==> src/rtl/apb_master_arb.sv <==
// apb_master_arb
//
// Two-requester APB master. A round-robin arbiter picks one request in
// IDLE, latches its transfer fields, then runs a standard APB
// SETUP -> ACCESS sequence. Completion (or a wait-state timeout) returns
// a one-cycle response pulse to the granted requester.
//
// Handshake semantics (valid/ready):
//   A requester raises req_valid_i[r] with its fields stable and holds them
//   until it sees req_ready_o[r] high in the same cycle; that cycle is the
//   transfer point and the fields are latched on the following edge.
//   req_ready_o is only ever asserted in IDLE, so requests presented in any
//   other state are simply not accepted yet. rsp_valid_o[r] is a one-cycle
//   pulse with no back-pressure; rsp_rdata_o/rsp_err_o stay valid after it.
//
// Ports:
//   clk_i, rst_i          clock, synchronous active-high reset
//   req_valid_i[1:0]      per-requester request valid
//   req_write_i[1:0]      per-requester write(1)/read(0)
//   req_addr_i/wdata_i/strb_i  packed per-requester fields, slice r = requester r
//   req_ready_o[1:0]      one-hot accept pulse
//   rsp_valid_o[1:0]      one-hot completion pulse
//   rsp_rdata_o, rsp_err_o  completion data/error, held until next completion
//   psel_o..pstrb_o       APB requester side
//   prdata_i, pready_i, pslverr_i  APB completer side
//   busy_o                high whenever a transfer is in flight
module apb_master_arb #(
    parameter int ADDR_WIDTH = 16,
    parameter int BUS_WIDTH  = 32,
    parameter int STRB_WIDTH = BUS_WIDTH / 8,
    parameter int TIMEOUT    = 15
) (
    input  logic                      clk_i,
    input  logic                      rst_i,
    input  logic [1:0]                req_valid_i,
    input  logic [1:0]                req_write_i,
    input  logic [2*ADDR_WIDTH-1:0]   req_addr_i,
    input  logic [2*BUS_WIDTH-1:0]    req_wdata_i,
    input  logic [2*STRB_WIDTH-1:0]   req_strb_i,
    output logic [1:0]                req_ready_o,
    output logic [1:0]                rsp_valid_o,
    output logic [BUS_WIDTH-1:0]      rsp_rdata_o,
    output logic                      rsp_err_o,
    output logic                      psel_o,
    output logic                      penable_o,
    output logic                      pwrite_o,
    output logic [ADDR_WIDTH-1:0]     paddr_o,
    output logic [BUS_WIDTH-1:0]      pwdata_o,
    output logic [STRB_WIDTH-1:0]     pstrb_o,
    input  logic [BUS_WIDTH-1:0]      prdata_i,
    input  logic                      pready_i,
    input  logic                      pslverr_i,
    output logic                      busy_o
);

    localparam int CNT_W = $clog2(TIMEOUT + 1);

    typedef enum logic [1:0] {
        IDLE   = 2'd0,
        SETUP  = 2'd1,
        ACCESS = 2'd2
    } state_t;

    state_t            state_q;
    state_t            state_d;
    logic [CNT_W-1:0]  wait_cnt_q;
    logic              last_grant_q;
    logic              grant_q;
    logic              grant_idx;
    logic              accept;
    logic              timeout_hit;

    // Round robin: on contention the requester not granted last wins.
    // last_grant resets to 1 so requester 0 wins the first contention.
    always_comb begin
        grant_idx = req_valid_i[1];
        if (req_valid_i == 2'b11) begin
            grant_idx = ~last_grant_q;
        end
    end

    // Accept is suppressed while reset is asserted so no requester sees a
    // ready pulse for a request that reset is about to discard.
    assign accept      = (state_q == IDLE) && (|req_valid_i) && !rst_i;
    // The counter holds the number of wait cycles already spent, so the
    // TIMEOUT-th consecutive wait cycle is the one that forces completion.
    assign timeout_hit = (state_q == ACCESS) && !pready_i &&
                         (wait_cnt_q == CNT_W'(TIMEOUT - 1));

    // Next-state and combinational outputs.
    always_comb begin
        state_d     = state_q;
        req_ready_o = 2'b00;
        psel_o      = 1'b0;
        penable_o   = 1'b0;
        busy_o      = 1'b0;
        case (state_q)
            IDLE: begin
                if (accept) begin
                    req_ready_o = grant_idx ? 2'b10 : 2'b01;
                    state_d     = SETUP;
                end
            end
            SETUP: begin
                psel_o  = 1'b1;
                busy_o  = 1'b1;
                state_d = ACCESS;
            end
            ACCESS: begin
                psel_o    = 1'b1;
                penable_o = 1'b1;
                busy_o    = 1'b1;
                if (pready_i || timeout_hit) begin
                    state_d = IDLE;
                end
            end
            default: begin
                state_d = IDLE;
            end
        endcase
    end

    // State register, captured transfer fields, wait counter and response.
    always_ff @(posedge clk_i) begin
        if (rst_i) begin
            state_q      <= IDLE;
            wait_cnt_q   <= '0;
            last_grant_q <= 1'b1;
            grant_q      <= 1'b0;
            pwrite_o     <= 1'b0;
            paddr_o      <= '0;
            pwdata_o     <= '0;
            pstrb_o      <= '0;
            rsp_valid_o  <= 2'b00;
            rsp_rdata_o  <= '0;
            rsp_err_o    <= 1'b0;
        end else begin
            state_q     <= state_d;
            rsp_valid_o <= 2'b00;

            if (accept) begin
                last_grant_q <= grant_idx;
                grant_q      <= grant_idx;
                pwrite_o     <= grant_idx ? req_write_i[1] : req_write_i[0];
                paddr_o      <= grant_idx ? req_addr_i[2*ADDR_WIDTH-1:ADDR_WIDTH]
                                          : req_addr_i[ADDR_WIDTH-1:0];
                pwdata_o     <= grant_idx ? req_wdata_i[2*BUS_WIDTH-1:BUS_WIDTH]
                                          : req_wdata_i[BUS_WIDTH-1:0];
                pstrb_o      <= grant_idx ? req_strb_i[2*STRB_WIDTH-1:STRB_WIDTH]
                                          : req_strb_i[STRB_WIDTH-1:0];
            end

            if (state_q == SETUP) begin
                wait_cnt_q <= '0;
            end

            if (state_q == ACCESS) begin
                if (pready_i) begin
                    rsp_valid_o <= {grant_q, ~grant_q};
                    rsp_err_o   <= pslverr_i;
                    rsp_rdata_o <= pwrite_o ? '0 : prdata_i;
                end else if (timeout_hit) begin
                    rsp_valid_o <= {grant_q, ~grant_q};
                    rsp_err_o   <= 1'b1;
                    rsp_rdata_o <= '0;
                end else begin
                    wait_cnt_q <= wait_cnt_q + 1'b1;
                end
            end
        end
    end

endmodule
==> config.mk <==
export PLATFORM = sky130hd
export DESIGN_NAME = apb_master_arb
export DESIGN_NICKNAME = d
export VERILOG_FILES = /design/src/rtl/apb_master_arb.sv
export SDC_FILE = /design/constraint.sdc
export NUM_CORES = 1
export LEC_CHECK = 0
export BUFFER_PORTS_ARGS = -buffer_cell sky130_fd_sc_hd__buf_2
export CAP_MARGIN = 25
export CORE_UTILIZATION = 43
export CTS_CLUSTER_SIZE = 24
export DETAILED_ROUTE_END_ITERATION = 7
export GPL_TIMING_DRIVEN = 0
export PLACE_DENSITY_LB_ADDON = 0.08
export SETUP_SLACK_MARGIN = 0.2
export SYNTH_ARGS = -nofsm -noshare
export SYNTH_HDL_FRONTEND = slang
export SYNTH_SLANG_ARGS = --single-unit
==> constraint.sdc <==
create_clock -name clk_i -period 1.9 [get_ports clk_i]
set_input_delay 0.285 -clock clk_i [delete_from_list [all_inputs] [get_ports clk_i]]
set_output_delay 0.285 -clock clk_i [all_outputs]
set_load 0.01 [all_outputs]
; Word-level counts from Yosys, hierarchy flattened
; Cells that the tools add are included.
[op_classes]
n_addsub = 1
multipliers = 0
div = 0
magnitude_cmp = 0
eq_ne = 6
shifts = 0
n_mux = 24
bitwise_logic = 3
n_reduce_logical = 14
[op_table]
columns = op, n
row1 = two-way mux 32 bit, 4
row2 = two-way mux 4 bit, 5
row3 = two-way mux 16 bit, 1
row4 = two-way mux 2 bit, 7
row5 = two-way mux 1 bit, 6
row6 = case mux 2 bit (3 select lines), 1
row7 = OR reduction 2 bit, 3
row8 = adder 4 x 1 -> 4 bit (second input constant), 1
row9 = equality test 2 bit (second input constant), 2
row10 = equality test 4 bit (second input constant), 1
row11 = logical AND 1 bit, 4
row12 = != test 2 bit (second input constant), 2
row13 = AND reduction 2 bit, 2
row14 = NOT 1 bit, 3
row15 = equality test 2 x 1 -> 1 bit (second input constant), 1
row16 = zero test 1 bit, 2
row17 = zero test 2 bit, 1
row18 = nonzero test 2 bit, 1
row19 = logical OR 1 bit, 1
[totals]
regBits = 96
latchBits = 0
mem_bits_rw = 0
romBits = 0
inputBits = 144
memories = 0

; Depth between registers and ports, before layout
; Gate-level depths: netlist of the first run.
[depth]
ltp_word = 6
mapped_depth = 7

; Worst setup path after synthesis of the first run
; No wires, ideal clock.
[synth_path]
path_type = register to output
start = register state_q[0]
end = output port req_ready_o[0]
arrival_time_ns = 1.221
t_required_ns = 1.615
path_slack_ns = 0.394
path_stages_with_launch = 6
path_buffers = 1
cell_sequence = dfxtp_1 inv_1 ha_1 nand2_2 nor3_4 buf_6
[synth_between]
elab_chain_cells = 5
[synth_lines]
columns = element, line_no
row1 = from (decl), 64  ; state_t state_q;
row2 = from (signal assigned), 138  ; state_q <= state_d;
row3 = zero test 2 bit (*), "84, 97"
row4 = logical AND 1 bit (2 in series), 84  ; assign accept = (state_q == IDLE) && (|req_valid_i) && !rst_i;
row5 = two-way mux 2 bit, 99  ; if (accept) begin
row6 = two-way mux 2 bit (*), 97  ; case (state_q)
row7 = to (decl), 40  ; output logic [1:0] req_ready_o,
; Every way passes the cells marked *; elsewhere a longest branch is shown, timed or not.

; Final worst setup path of the first run
[layout_path]
start = register state_q[1]
end = output port req_ready_o[1]
; Same word-level chain as after synthesis.

==> metrics.md, run 1 <==
| Metric | Value |
|---|---|
| Result of the run | complete, no violations |
| Depth of the most critical reg-to-reg path | 6 |
| Origin of the critical flop-to-flop path | wait_cnt_q[0]$_SDFF_PP0_ |
| Final Instance Count excl. Fillers | 695 |
| Remaining antenna violation count | 0 |
| Hold Buf Count CTS | 0 |
| Syn_area_per_cell | 11.7 µm² |
| Clock Root Buffer | sky130_fd_sc_hd__clkbuf_8 |
| Std-Cell Core Area | 8680 µm² |
| Power density cells | 856 nW/µm² |
| WL final | 10.9 mm |
| Post-route fraction of the period consumed by the critical path | 91.3% |
| Number of hold violations in the final report | 0 |
| Clock tree from TritonCTS | done |
| Instance count of the mapped netlist | 327 |
| Final Max Slew Viols | 0 |
| Slew at the pin with the worst max-slew slack | 0.475 ns |
| VDD IR max | 0.402 mV |
| Weighted congestion reported at the end of routability-driven placement | 0.744 |
| Portion of the post-synthesis area used by sequential elements | 50.2% |
| Clock slew seen by the registers of the worst setup and hold paths | 0.10 ns |
| Area of the mapped netlist | 3830 µm² |
| Final worst clock skew | 0.00961 ns |
| Critical Path RT | 1.62 ns |
| Clock tree sinks | 96 |
| Number of cells after detailed placement | 670 |
| Setup crit end | req_ready_o[1] |
| Yosys warning total | 0 |
| Top-level port count | 237 |
| Maximum number of buffers from clock root to sink | 2 |
| Vias in the first global route | 3300 |
| Worst-case register-to-register setup slack | 0.32 ns |
| Wire length of the first global-routing pass | 15.5 mm |
| Sum Neg Setup Slack | 0 ns |
| Layout overhead on the synthesized area | 43.1% |
| Port Buf Inserts | 235 |
| Worst slew margin | 68.3% |
| Worst endpoint data arrival time | 1.45 ns |
| Total Die Area | 9290 µm² |
| Routed via count divided by cell count | 5.19 |
| Unrepaired setup endpoints after global routing | yes |
| Share of final-layout standard cells stronger than drive strength 1 | 52.0% |
| Antenna diode count | 0 |
| Insertion delay of the later-clocked pin in the worst-skew pair | 0.35 ns |
| Setup Crit Path Kind | flip-flop to output port |
| Pin count of the biggest net entering global routing | 17 |
| Most common library cell in the layout ignoring fill and taps | sky130_fd_sc_hd__buf_2 |
| Total routing usage reported by global routing | 21.7% |
| Detail Placement HPWL | 8.04 mm |
| Capture instance of the worst register-to-register path | rsp_rdata_o[26]$_SDFFE_PP0P_ |
| Pre-Repair DR Iteration Count | 4 |
| Max-capacitance violation count | 0 |
| Most used cells in the layout excluding fill and tap cells | 239 x sky130_fd_sc_hd__buf_2, 94 x sky130_fd_sc_hd__dfxtp_1, 55 x sky130_fd_sc_hd__nor3b_1 |
| Top achievable clock speed | 577 MHz |
| Horizontal die dimension | 96.4 µm |
| Iter 0 DRT Violations | 155 |
| Leak pwr | 2.65 nW |
| Starting density of the core | 44.1% |
| Count of different cell masters after synthesis | 40 |
| Floorplan row count | 34 |
| Crit path capture type | output port |
| Drt wl/cell | 15.6 µm |
| Kind of launch point of the worst setup path | flip-flop |
| Initial antenna violation count | 0 |
| DRC viols | 0 |
| # setup viols final | 0 |
| Launch point of the worst path | state_q[1]$_SDFFE_PP0P_ |
| Final Critical Period | 1.73 ns |
| Hold WC Path Type | input port to flip-flop |
| Layout net count | 731 |
| CP max FO | 4 |
| Count of H-tree levels built during CTS | 3 |
| Final global-route overflow total | 0 |
| Total CTS buffers | 9 |
| Register bit count reported by yosys | 96 |
| Via Count | 3607 |
| Overall die height | 96.4 µm |
| Syn Nets | 476 |
==> critical path, cell delays in order, from the launching register on <==
cell	delay (ns)
sky130_fd_sc_hd__dfxtp_2	0.34
sky130_fd_sc_hd__inv_2	0.07
sky130_fd_sc_hd__ha_4	0.16
sky130_fd_sc_hd__nand2_4	0.05
sky130_fd_sc_hd__nor3b_2	0.18
sky130_fd_sc_hd__buf_6	0.13
sky130_fd_sc_hd__buf_8	0.09
sky130_fd_sc_hd__buf_6	0.09
==> registers in the layout (all words and copies together) (netlist names) <==
register      cells
grant_q           1
last_grant_q      1
paddr_o          16
pstrb_o           4
pwdata_o         32
pwrite_o          1
rsp_err_o         1
rsp_rdata_o      32
rsp_valid_o       2
state_q           2
wait_cnt_q        4
==> kinds of logic after synthesis <==
logic type	share of synthesized area, %
fa+ha+maj	1.63
mux	0.261
flops	50.2
buf+inv	7.58
compound gates	24.5
simple gates	15.8
==> through the flow <==
stage          worst slack, ns  hold WS, ns  power (mW)  utilization (%)  area (µm²)
6_report                 0.166        0.151        4.69             63.1        5480
5_1_grt                 0.0837        0.125        4.94             63.1        5480
4_1_cts                  0.109        0.123        4.73             62.6        5430
3_5_place_dp            0.0455        0.448        3.33             59.2        5140
3_3_place_gp            0.0308        0.448        3.31             59.2        5140
2_1_floorplan            0.394        0.395        2.88                -        3830
==> layout make-up <==
class / instances / area [µm²]
Clock buffer: 10 / 128
Timing Repair Buffer: 244 / 1250
Sequential cell: 96 / 1920
Multi-Input combinational cell: 192 / 1660
Clock inverter: 6 / 67.6
Tap cell: 108 / 135
Buffer: 34 / 292
Inverter: 5 / 18.8
Fill cell: 750 / 3200
==> worst min-delay path by stage <==
stage,startpoint,endpoint,cells after the start
CTS,req_addr_i[24],paddr_o[8]$_SDFFE_PP0P_,2
global placement,grant_q$_SDFFE_PP0P_,rsp_valid_o[0]$_SDFF_PP0_,1
detailed placement,grant_q$_SDFFE_PP0P_,rsp_valid_o[0]$_SDFF_PP0_,1
finish,req_wdata_i[36],pwdata_o[4]$_SDFFE_PP0P_,2
floorplan,pready_i,rsp_err_o$_SDFFE_PP0P_,1
global route,req_addr_i[8],paddr_o[8]$_SDFFE_PP0P_,2
==> routing by layer <==
metal / share of wire (%) / up-vias / GRT usage (%) / wire [µm]
met5: 0 / - / 0 / 0
met4: 0.66 / 0 / 7.60 / 72
met3: 9.4 / 4 / 6.56 / 1030
met2: 48 / 156 / 37.2 / 5190
met1: 42 / 1652 / 25.7 / 4570
li1: - / 1795 / - / -
==> what timing repair did <==
action                                  4_1_cts  5_1_grt
resized for setup                             9       18
endpoints found under the setup margin       25       67
pin swaps                                     3        2
buffers inserted                              9        0
==> cell usage after synthesis <==
| master | count | area share, % |
|---|---|---|
| sky130_fd_sc_hd__nor3b_2 | 1 | 0.33 |
| sky130_fd_sc_hd__nor2b_1 | 2 | 0.33 |
| sky130_fd_sc_hd__a211o_1 | 2 | 0.46 |
| sky130_fd_sc_hd__mux2i_1 | 1 | 0.26 |
| sky130_fd_sc_hd__a21oi_2 | 1 | 0.23 |
| sky130_fd_sc_hd__a311oi_1 | 1 | 0.23 |
| sky130_fd_sc_hd__a22o_1 | 32 | 7.3 |
| sky130_fd_sc_hd__nor2_1 | 3 | 0.29 |
| sky130_fd_sc_hd__a31o_2 | 1 | 0.23 |
| sky130_fd_sc_hd__buf_6 | 14 | 4.1 |
| sky130_fd_sc_hd__a221o_1 | 53 | 14 |
| sky130_fd_sc_hd__a22oi_1 | 1 | 0.20 |
| sky130_fd_sc_hd__or4b_1 | 1 | 0.26 |
| sky130_fd_sc_hd__o21ai_0 | 2 | 0.26 |
| sky130_fd_sc_hd__nor2b_4 | 1 | 0.36 |
| sky130_fd_sc_hd__nor3_4 | 1 | 0.42 |
| sky130_fd_sc_hd__nand2_1 | 3 | 0.29 |
| sky130_fd_sc_hd__nor4bb_1 | 2 | 0.52 |
| sky130_fd_sc_hd__a32oi_1 | 1 | 0.23 |
| sky130_fd_sc_hd__ha_1 | 5 | 1.6 |
| sky130_fd_sc_hd__buf_2 | 13 | 1.7 |
| sky130_fd_sc_hd__nand4_1 | 1 | 0.16 |
| sky130_fd_sc_hd__a21oi_1 | 4 | 0.52 |
| sky130_fd_sc_hd__nand2b_1 | 3 | 0.49 |
| sky130_fd_sc_hd__buf_4 | 3 | 0.59 |
| sky130_fd_sc_hd__o22ai_1 | 1 | 0.16 |
| sky130_fd_sc_hd__nand3_1 | 5 | 0.65 |
| sky130_fd_sc_hd__nand2_2 | 1 | 0.16 |
| sky130_fd_sc_hd__buf_8 | 1 | 0.39 |
| sky130_fd_sc_hd__and3_1 | 1 | 0.16 |
| sky130_fd_sc_hd__nor3b_1 | 55 | 11 |
| sky130_fd_sc_hd__dfxtp_1 | 96 | 50 |
| sky130_fd_sc_hd__a31oi_1 | 1 | 0.16 |
| sky130_fd_sc_hd__a211oi_1 | 1 | 0.20 |
| sky130_fd_sc_hd__inv_1 | 5 | 0.49 |
| sky130_fd_sc_hd__clkbuf_1 | 3 | 0.29 |
| sky130_fd_sc_hd__o21a_1 | 1 | 0.20 |
| sky130_fd_sc_hd__or3_1 | 2 | 0.33 |
| sky130_fd_sc_hd__and4b_1 | 1 | 0.26 |
| sky130_fd_sc_hd__a211o_2 | 1 | 0.26 |
==> power breakdown <==
| group | internal (mW) | switching, mW |
|---|---|---|
| clock | 0.617 | 0.719 |
| combinational | 0.565 | 0.514 |
| sequential | 2.19 | 0.0840 |
Note: power is estimated with default switching activity, not from simulation.
==> run 2, diff against run 1 <==
- SETUP_SLACK_MARGIN: 0.2 -> 0.5
==> run 2 against run 1 <==
  * Setup slack worse by 0.050 ns
  * Global-route usage up 2.1 points
  * Routed wire length is 16% higher
  * Worst hold slack worse by 0.0026 ns
  * Highest routed layer unchanged
==> metrics.md, run 2 (same netlist as run 1, synthesis figures left out) <==
| Metric | Value |
|---|---|
| Top-level port count | 237 (unchanged) |
| Leak pwr | 3.05 nW (was 2.65 nW) |
| Worst slew margin | 46.4% (was 68.3%) |
| Starting density of the core | 44.1% (unchanged) |
| Top Registers | pwdata_o x32, rsp_rdata_o x32, paddr_o x16 (unchanged) |
| Smallest setup slack after layout | 0.115 ns (was 0.166 ns) |
| CP max FO | 2 (was 4) |
| Cell count of the worst hold path | 2 (unchanged) |
| Number of hold violations in the final report | 0 (unchanged) |
| Clock tree from TritonCTS | done (unchanged) |
| Detail Placement HPWL | 8.39 mm (was 8.04 mm) |
| Maximum number of buffers from clock root to sink | 2 (unchanged) |
| Result of the run | complete, no violations (unchanged) |
| Unrepaired setup endpoints after global routing | yes (unchanged) |
| Top achievable clock speed | 560 MHz (was 577 MHz) |
| Layout net count | 765 (was 731) |
| Setup Crit Path Kind | flip-flop to output port (unchanged) |
| Final global-route overflow total | 0 (unchanged) |
| Drt wl/cell | 17.3 µm (was 15.6 µm) |
| WL final | 12.6 mm (was 10.9 mm) |
| Clock Root Buffer | sky130_fd_sc_hd__clkbuf_8 (unchanged) |
| Port Buf Inserts | 235 (unchanged) |
| Weighted congestion reported at the end of routability-driven placement | 0.741 (was 0.744) |
| Most used cells in the layout excluding fill and tap cells | 236 x sky130_fd_sc_hd__buf_2, 93 x sky130_fd_sc_hd__dfxtp_1, 53 x sky130_fd_sc_hd__a221o_1 (was 239 x sky130_fd_sc_hd__buf_2, 94 x sky130_fd_sc_hd__dfxtp_1, 55 x sky130_fd_sc_hd__nor3b_1) |
| Clock tree sinks | 96 (unchanged) |
| Iter 0 DRT Violations | 94 (was 155) |
| Overall die height | 96.4 µm (unchanged) |
| Final worst clock skew | 0.0124 ns (was 0.00961 ns) |
| Depth of the most critical reg-to-reg path | 10 (was 6) |
| Most common library cell in the layout ignoring fill and taps | sky130_fd_sc_hd__buf_2 (unchanged) |
| Via Count | 3981 (was 3607) |
| Initial antenna violation count | 0 (unchanged) |
| # setup viols final | 0 (unchanged) |
| Remaining antenna violation count | 0 (unchanged) |
| Std-Cell Core Area | 8680 µm² (unchanged) |
| Antenna diode count | 0 (unchanged) |
| Vias in the first global route | 3462 (was 3300) |
| Clock slew seen by the registers of the worst setup and hold paths | 0.10 ns (about the same) |
| Hold WC Path Type | input port to flip-flop (unchanged) |
| Sum of internal, switching and leakage power | 5.21 mW (was 4.69 mW) |
| Count of H-tree levels built during CTS | 3 (unchanged) |
| Placement Setup Slack | 0.0754 ns (was 0.0455 ns) |
| Crit path capture type | output port (unchanged) |
| Horizontal die dimension | 96.4 µm (unchanged) |
| Worst endpoint data arrival time | 1.50 ns (was 1.45 ns) |
| VDD IR max | 0.455 mV (was 0.402 mV) |
| DRC viols | 0 (unchanged) |
| Routed via count divided by cell count | 5.46 (was 5.19) |
| Sum Neg Setup Slack | 0 ns (unchanged) |
| Final Critical Period | 1.78 ns (was 1.73 ns) |
| Pre-Repair DR Iteration Count | 4 (unchanged) |
| Critical Path RT | 1.62 ns (about the same) |
| Finished layout cell area | 6460 µm² (was 5480 µm²) |
| Post-route fraction of the period consumed by the critical path | 93.9% (was 91.3%) |
| Floorplan row count | 34 (unchanged) |
| Kind of launch point of the worst setup path | flip-flop (unchanged) |
| Total CTS buffers | 9 (unchanged) |
| Insertion delay of the later-clocked pin in the worst-skew pair | 0.35 ns (about the same) |
| Hold Buf Count CTS | 0 (unchanged) |
| Total routing usage reported by global routing | 23.9% (was 21.7%) |
| Final Max Slew Viols | 0 (unchanged) |
| Placed standard-cell area | 5180 µm² (was 5140 µm²) |
| Max-capacitance violation count | 0 (unchanged) |
| Share of final-layout standard cells stronger than drive strength 1 | 64.3% (was 52.0%) |
| Wire length of the first global-routing pass | 17.0 mm (was 15.5 mm) |
| Slew at the pin with the worst max-slew slack | 0.804 ns (was 0.475 ns) |
| Power density cells | 807 nW/µm² (was 856 nW/µm²) |
| Total Die Area | 9290 µm² (unchanged) |
| Pin count of the biggest net entering global routing | 17 (unchanged) |
| Layout overhead on the synthesized area | 68.7% (was 43.1%) |
-- run 2: cell count changes in the layout (fill, tap and decap cells not counted), sizes merged --
cell	before	now
clkbuf	14	17
clkinv	1	2
buf	274	306
bufinv	1	0
clkinvlp	2	1
-- run 2: final timing paths --
kind | from | to | slack [ns]
max | state_q[1]$_SDFFE_PP0P_ | req_ready_o[1] | 0.12
min | req_wdata_i[47] | pwdata_o[15]$_SDFFE_PP0P_ | 0.15
max reg2reg | state_q[1]$_SDFFE_PP0P_ | paddr_o[1]$_SDFFE_PP0P_ | 0.17
min reg2reg | grant_q$_SDFFE_PP0P_ | rsp_valid_o[0]$_SDFF_PP0_ | 0.47
-- run 2: power breakdown --
part | leakage [nW] | switching, mW | internal [mW]
Clock | 0.0963 | 0.726 | 0.558
Combinational | 2.17 | 0.691 | 0.956
Sequential | 0.786 | 0.0906 | 2.19
Total | 3.05 | 1.51 | 3.71
-- run 2: metal layers --
layer	global-route usage, %	part of all wire (%)	up-vias
met5	0	0	-
met4	8.33	1.8	0
met3	6.48	8.5	19
met2	40.8	49	186
met1	28.7	40	1898
li1	-	-	1878
-- run 2: cell type report --
cell class	count	area, µm²
clock inverter	5	38.8
timing repair buffer	278	1800
inverter	5	18.8
buffer	34	374
fill	631	2220
sequential	96	1930
clock buffer	11	151
multi-input combinational	192	2020
tap	108	135
-- run 2: stage by stage --
stage               utilization (%)  hold slack [ns]  instances
floorplan                         -            0.395        327
global placement               59.6            0.446        670
detailed placement             59.6            0.442        670
CTS                            69.3            0.128        713
global route                   74.4            0.132        729
finish                         74.4            0.148        729
-- run 2: worst max-delay path, stage by stage, from the launching register on --
cell	delay (ns)
sky130_fd_sc_hd__dfxtp_2	0.34
sky130_fd_sc_hd__inv_2	0.07
sky130_fd_sc_hd__ha_4	0.17
sky130_fd_sc_hd__nand2_4	0.05
sky130_fd_sc_hd__nor3b_2	0.20
sky130_fd_sc_hd__buf_6	0.14
sky130_fd_sc_hd__buf_8	0.09
sky130_fd_sc_hd__buf_6	0.09
-- run 2: what timing repair did --
item                                    4_1_cts  5_1_grt
pin swaps                                    29       44
endpoints found under the setup margin       96       96
resized for setup                            69       54
gates cloned                                  6        6
setup buffers                                21       10
